### config.mk
export PLATFORM = sky130hd
export DESIGN_NAME = pkt_bank_arbiter
export DESIGN_NICKNAME = d
export VERILOG_FILES = /design/src/rtl/pkt_bank_arbiter_pkg.sv /design/src/rtl/pkt_bank_arbiter_rr_pick.sv /design/src/rtl/pkt_bank_arbiter.sv
export SDC_FILE = /design/constraint.sdc
export NUM_CORES = 1
export LEC_CHECK = 0
export ABC_AREA = 1
export BUFFER_PORTS_ARGS = -buffer_cell sky130_fd_sc_hd__buf_2
export CORE_MARGIN = 2
export CORE_UTILIZATION = 54
export DETAILED_ROUTE_END_ITERATION = 7
export GPL_TIMING_DRIVEN = 0
export HOLD_SLACK_MARGIN = 0.1
export PLACE_DENSITY_LB_ADDON = 0.05
export SLEW_MARGIN = 30
export SYNTH_ARGS = -nofsm -noshare
export SYNTH_HDL_FRONTEND = slang
export SYNTH_SLANG_ARGS = --single-unit
### constraint.sdc
create_clock -name clk -period 1.9 [get_ports clk]
set_input_delay 0 -clock clk [delete_from_list [all_inputs] [get_ports clk]]
set_output_delay 0 -clock clk [all_outputs]
set_load 0.05 [all_outputs]
### src/rtl/pkt_bank_arbiter_pkg.sv
// Shared types and default sizing for the packet/feature SRAM bank arbiter.
package pkt_bank_arbiter_pkg;

    localparam int ARB_NUM_REQ       = 4;
    localparam int ARB_GRANT_TIMEOUT = 15;

    typedef enum logic [1:0] {
        ARB_IDLE,
        ARB_WAIT,
        ARB_STREAM,
        ARB_RELEASE
    } arb_state_e;

endpackage

### src/rtl/pkt_bank_arbiter_rr_pick.sv
// Rotate-priority encoder: first set req bit at or after rr_ptr, modulo NUM_REQ.
// Purely combinational; no backpressure.
module pkt_bank_arbiter_rr_pick #(
    parameter  int NUM_REQ = 4,
    localparam int IW      = $clog2(NUM_REQ)
) (
    input  logic [NUM_REQ-1:0] req,
    input  logic [IW-1:0]      rr_ptr,
    output logic               pick_valid,
    output logic [IW-1:0]      pick_idx,
    output logic [NUM_REQ-1:0] pick_onehot
);

    int            sum;
    logic [IW-1:0] idx_k;

    // Scan from the far end so the candidate nearest rr_ptr is written last and wins.
    always_comb begin
        pick_valid  = 1'b0;
        pick_idx    = '0;
        pick_onehot = '0;
        sum         = 0;
        idx_k       = '0;
        for (int k = NUM_REQ - 1; k >= 0; k--) begin
            sum = int'(rr_ptr) + k;
            if (sum >= NUM_REQ) sum = sum - NUM_REQ;
            idx_k = IW'(sum);
            if (req[idx_k]) begin
                pick_valid = 1'b1;
                pick_idx   = idx_k;
            end
        end
        if (pick_valid) pick_onehot[pick_idx] = 1'b1;
    end

endmodule

### src/rtl/pkt_bank_arbiter.sv
// Round-robin owner arbitration of the shared SRAM bank, held for a whole stream.
// Grant 1 cycle after req in IDLE; 2 zero-grant cycles between owners; bank_busy stalls IDLE only.
module pkt_bank_arbiter
    import pkt_bank_arbiter_pkg::*;
#(
    parameter  int NUM_REQ       = ARB_NUM_REQ,
    parameter  int GRANT_TIMEOUT = ARB_GRANT_TIMEOUT,
    localparam int IW            = $clog2(NUM_REQ),
    localparam int WW            = $clog2(GRANT_TIMEOUT + 1)
) (
    input  logic               clk,
    input  logic               reset,
    input  logic [NUM_REQ-1:0] req,
    input  logic [NUM_REQ-1:0] stream_begin,
    input  logic               stream_end,
    input  logic               bank_busy,
    output logic [NUM_REQ-1:0] grant,
    output logic [IW-1:0]      owner,
    output logic               arb_busy,
    output logic               timeout_err
);

    arb_state_e         state, state_nxt;
    logic [IW-1:0]      rr_ptr, rr_ptr_nxt, owner_nxt;
    logic [NUM_REQ-1:0] grant_nxt;
    logic [WW-1:0]      wd_cnt, wd_cnt_nxt;
    logic               timeout_nxt;

    logic               pick_valid;
    logic [IW-1:0]      pick_idx;
    logic [NUM_REQ-1:0] pick_onehot;
    logic               owner_start, owner_drop, wd_expired, can_grant;

    pkt_bank_arbiter_rr_pick #(.NUM_REQ(NUM_REQ)) rr_pick (
        .req         (req),
        .rr_ptr      (rr_ptr),
        .pick_valid  (pick_valid),
        .pick_idx    (pick_idx),
        .pick_onehot (pick_onehot)
    );

    assign owner_start = stream_begin[owner];
    assign owner_drop  = ~req[owner];
    assign wd_expired  = (wd_cnt == WW'(GRANT_TIMEOUT));
    assign can_grant   = pick_valid & ~bank_busy;

    always_ff @(posedge clk or posedge reset) begin
        if (reset) begin
            state       <= ARB_IDLE;
            rr_ptr      <= '0;
            owner       <= '0;
            grant       <= '0;
            wd_cnt      <= '0;
            timeout_err <= 1'b0;
            arb_busy    <= 1'b0;
        end else begin
            state       <= state_nxt;
            rr_ptr      <= rr_ptr_nxt;
            owner       <= owner_nxt;
            grant       <= grant_nxt;
            wd_cnt      <= wd_cnt_nxt;
            timeout_err <= timeout_nxt;
            arb_busy    <= (state_nxt != ARB_IDLE);
        end
    end

    // A begin and end in the same WAIT cycle is a zero-length stream, not a timeout.
    always_comb begin
        state_nxt = state;
        case (state)
            ARB_IDLE:    if (can_grant) state_nxt = ARB_WAIT;
            ARB_WAIT: begin
                if (owner_start)                   state_nxt = stream_end ? ARB_RELEASE : ARB_STREAM;
                else if (owner_drop || wd_expired) state_nxt = ARB_RELEASE;
            end
            ARB_STREAM:  if (stream_end) state_nxt = ARB_RELEASE;
            ARB_RELEASE: state_nxt = ARB_IDLE;
            default:     state_nxt = ARB_IDLE;
        endcase
    end

    always_comb begin
        grant_nxt   = grant;
        owner_nxt   = owner;
        rr_ptr_nxt  = rr_ptr;
        wd_cnt_nxt  = wd_cnt;
        timeout_nxt = 1'b0;
        case (state)
            ARB_IDLE: begin
                grant_nxt = '0;
                if (can_grant) begin
                    grant_nxt  = pick_onehot;
                    owner_nxt  = pick_idx;
                    wd_cnt_nxt = '0;
                end
            end
            ARB_WAIT: begin
                if (!owner_start && !owner_drop) begin
                    if (wd_expired) timeout_nxt = 1'b1;
                    else            wd_cnt_nxt  = wd_cnt + 1'b1;
                end
            end
            ARB_RELEASE: rr_ptr_nxt = (owner == IW'(NUM_REQ - 1)) ? '0 : owner + 1'b1;
            default: ;
        endcase
        if (state_nxt == ARB_RELEASE) grant_nxt = '0;
    end

endmodule

==> impl_metrics.csv <==
group,metric,value,unit
outcome,outcome,"finished, final reports clean",
flow_run,maxCapViolations,0,
clocking,cts_tree,"done",
layout,num-fill-cells,198,
yosys,synth_edf_count,0,
timing,min_period,1590,ps
timing,tightest_slew,580,ps
floorplan,dieArea,2370,um^2
timing,setup_violations,0,
setup_path,cp_common_cell,"nand2_1",
route,postRouteAntennaNets,0,
setup_path,crit_fanout,10,
yosys,ys_ff_latch,16,
floorplan,ios,20,
yosys,ys_types,23,
route,firstDrtPassIters,4,
layout,diodes,0,
clocking,clock_path_buffers,2,
hold_path,hold_depth,4,
setup_path,crit_type,"register to register",
yosys,synth_top_family_by_area,"simple AND/OR/NAND/NOR gates",
setup_path,crit_start,"rr_ptr[0]$_DFFE_PP0N_",
layout,multi_input_area,599,um^2
global_route,grtUsageTotal,19.9,%
setup_path,reg2regPathDepth,11,
clocking,hold_buffers,2,
yosys,synth-main-ff-cell,"dfrtp_1",
timing,slew_violations,0,
yosys,synth_compound_area_share,9.16,%
pwr,ir_drop,1030,uV
route,drtIter0Drc,15,
placement,dp_slack,308,ps
timing,final.setup.tns,0,ps
placement,numPlacedInstances,198,
floorplan,die_h,48.7,um
setup_path,worstPathCellList,"buf_4, nand2_1, nand2_1, nand2_1, nand2_1, nor2_2, nand2_2, nand3_4, a21oi_2, nand2_1, nand2_1",
yosys,yosysWarnings,0,
clocking,cts_sinks,16,
yosys,synthSimpleGateAreaFrac,44.1,%
setup_path,r2r-start,"rr_ptr[0]$_DFFE_PP0N_",
setup_path,cp.arrival,1820,ps
clocking,cts_buffers,3,
clocking,clk_latency,280,ps
placement,hpwlAfterDp,1730,um
global_route,grt.overflow.total,0,
layout,final_cell_mix,"nand2_1 (55), buf_2 (19), dfrtp_1 (16)",
timing,worst_slack,310,ps
timing,final-hold-violation-count,0,
floorplan,num_rows,16,
setup_path,critPathMaxStageDelay,370,ps
setup_path,crit_buf_inv,1,
setup_path,r2r_setup_slack,310,ps
setup_path,cp-start-kind,"register",
route,vias_per_cell,4.91,
route,drc,0,
setup_path,worstPathRequired,2130,ps
clocking,postCtsSetupRepairBufs,0,
setup_path,r2r_end,"grant[1]$_DFFE_PP0P_",
layout,final_nets,192,
hold_path,worstHoldEndpoint,"state[0]$_DFF_PP0_",
clocking,cts_max_level,1,
layout,final_common_cell,"nand2_1",
timing,period_share,83.7,%
timing,whs,98.9,ps
layout,syn2layout_area_growth,17.2,%
floorplan,die_w,48.7,um
layout,fin_util,65.8,%
setup_path,crit_family,"simple AND/OR/NAND/NOR gates",
pwr,powerDensity,1780,nW/um^2
layout,final_layout_size_suffix_gt1_share,28.2,%
yosys,synth-adder-area-share,2.32,%
clocking,clk_pin_slew,90,ps
hold_path,min_from,"bank_busy",
global_route,grt_max_degree,17,
clocking,postCtsResizedCells,0,
yosys,synth_xor_area_share,0,%
global_route,grt_pass1_wl,3770,um
timing,rsz0062_at_grt,"false",
yosys,async_flop_share,100,%
placement,gp_congestion,0.874,
layout,register_area,400,um^2
setup_path,critPathSlowestCell,"dfrtp_1",
yosys,syn_inst,152,
timing,slew-limit-headroom,61.3,%
pwr,p_leak,0.706,nW
yosys,muxShareOfSynthArea,0,%
floorplan,start_util,56.1,%
setup_path,cp-end-kind,"register",
route,vias,1002,
global_route,grt_pass1_vias,915,
timing,clock_skew,2.26,ps
route,wire_per_inst,10.4,um
timing,max_clock_freq,0.629,GHz
yosys,netlist_area,1080,um^2
route,wirelength,2120,um
layout,fin_cells,204,
placement,portBuffers,19,
global_route,antenna_found_initial,0,
yosys,synth.avg_cell_area,7.10,um^2
clocking,cts_root_buf,"clkbuf_4",
yosys,synthesis.nets,166,
hold_path,hp-class,"primary input to register",
yosys,seq_area_frac_synth,37.1,%
floorplan,core-area,1920,um^2
through the flow:
step | total power [mW] | instance area (um^2)
finish | 2.25 | 1260
global route | 2.48 | 1260
CTS | 2.28 | 1260
detailed placement | 2.04 | 1210
global placement | 2.00 | 1210
floorplan | 1.77 | 1080
worst max-delay path by stage:
stage | cells past startpoint | end
finish | 11 | grant[1]$_DFFE_PP0P_
global route | 11 | grant[1]$_DFFE_PP0P_
CTS | 11 | grant[1]$_DFFE_PP0P_
detailed placement | 12 | wd_cnt[0]$_DFFE_PP0P_
global placement | 11 | grant[0]$_DFFE_PP0P_
floorplan | 10 | grant[2]$_DFFE_PP0P_
worst register-to-register path, stage by stage, from the launching register on:
cell and delay (ps):
dfrtp_1 370, buf_4 180, nand2_1 60, nand2_1 110
nand2_1 80, nand2_1 90, nor2_2 50, nand2_2 80
nand3_4 140, a21oi_2 230, nand2_1 90, nand2_1 70
routing by layer:
| metal | share of wire [%] | vias to the layer above | global-route usage (%) |
|---|---|---|---|
| met5 | 0 | - | 0 |
| met4 | 0.38 | 0 | 2.86 |
| met3 | 3.8 | 2 | 4.63 |
| met2 | 48 | 18 | 32.9 |
| met1 | 48 | 441 | 27.4 |
| li1 | - | 541 | - |
sequential cells by signal, indices dropped and copies added (netlist names):
name	flops
timeout_err	1
state	2
owner	2
rr_ptr	2
wd_cnt	4
arb_busy	1
grant	4
cells in the mapped netlist (2+ instances only):
master   number  share of area (%)
nand2_4       4                4.2
o21ai_0       2               0.93
a21oi_1       4                1.9
nand4_1       3                1.7
ha_1          2                2.3
nor2_2        3                1.7
nand2_2       7                4.1
o21ai_1       7                3.2
dfrtp_1      16                 37
nor2_1        4                1.4
a21oi_2       2                1.6
inv_1        15                5.2
or2_2         3                1.7
nand2_1      55                 19
inv_2         4                1.4
nand3_1      14                6.5
final cells by class:
cell class | count | share of cell area [%]
multi-input combinational | 116 | 47.4
sequential | 16 | 31.7
timing repair buffer | 21 | 9.11
inverter | 19 | 5.64
clock buffer | 4 | 2.87
tap | 27 | 2.67
buffer | 1 | 0.594
where the power goes:
group	internal (mW)	switching (mW)
logic	0.450	0.984
registers	0.471	0.123
clock network	0.117	0.106
total	1.04	1.21
cell families (layout without fill, tap and decap cells):
kind of cell,after synthesis,in the layout
and+or+nand+nor,97,97
adders and majority gates,2,2
AOI/OAI and AO/OA,17,17
DFF,16,16
buffers and inverters,20,45
Note: power is estimated with default switching activity, not from simulation.
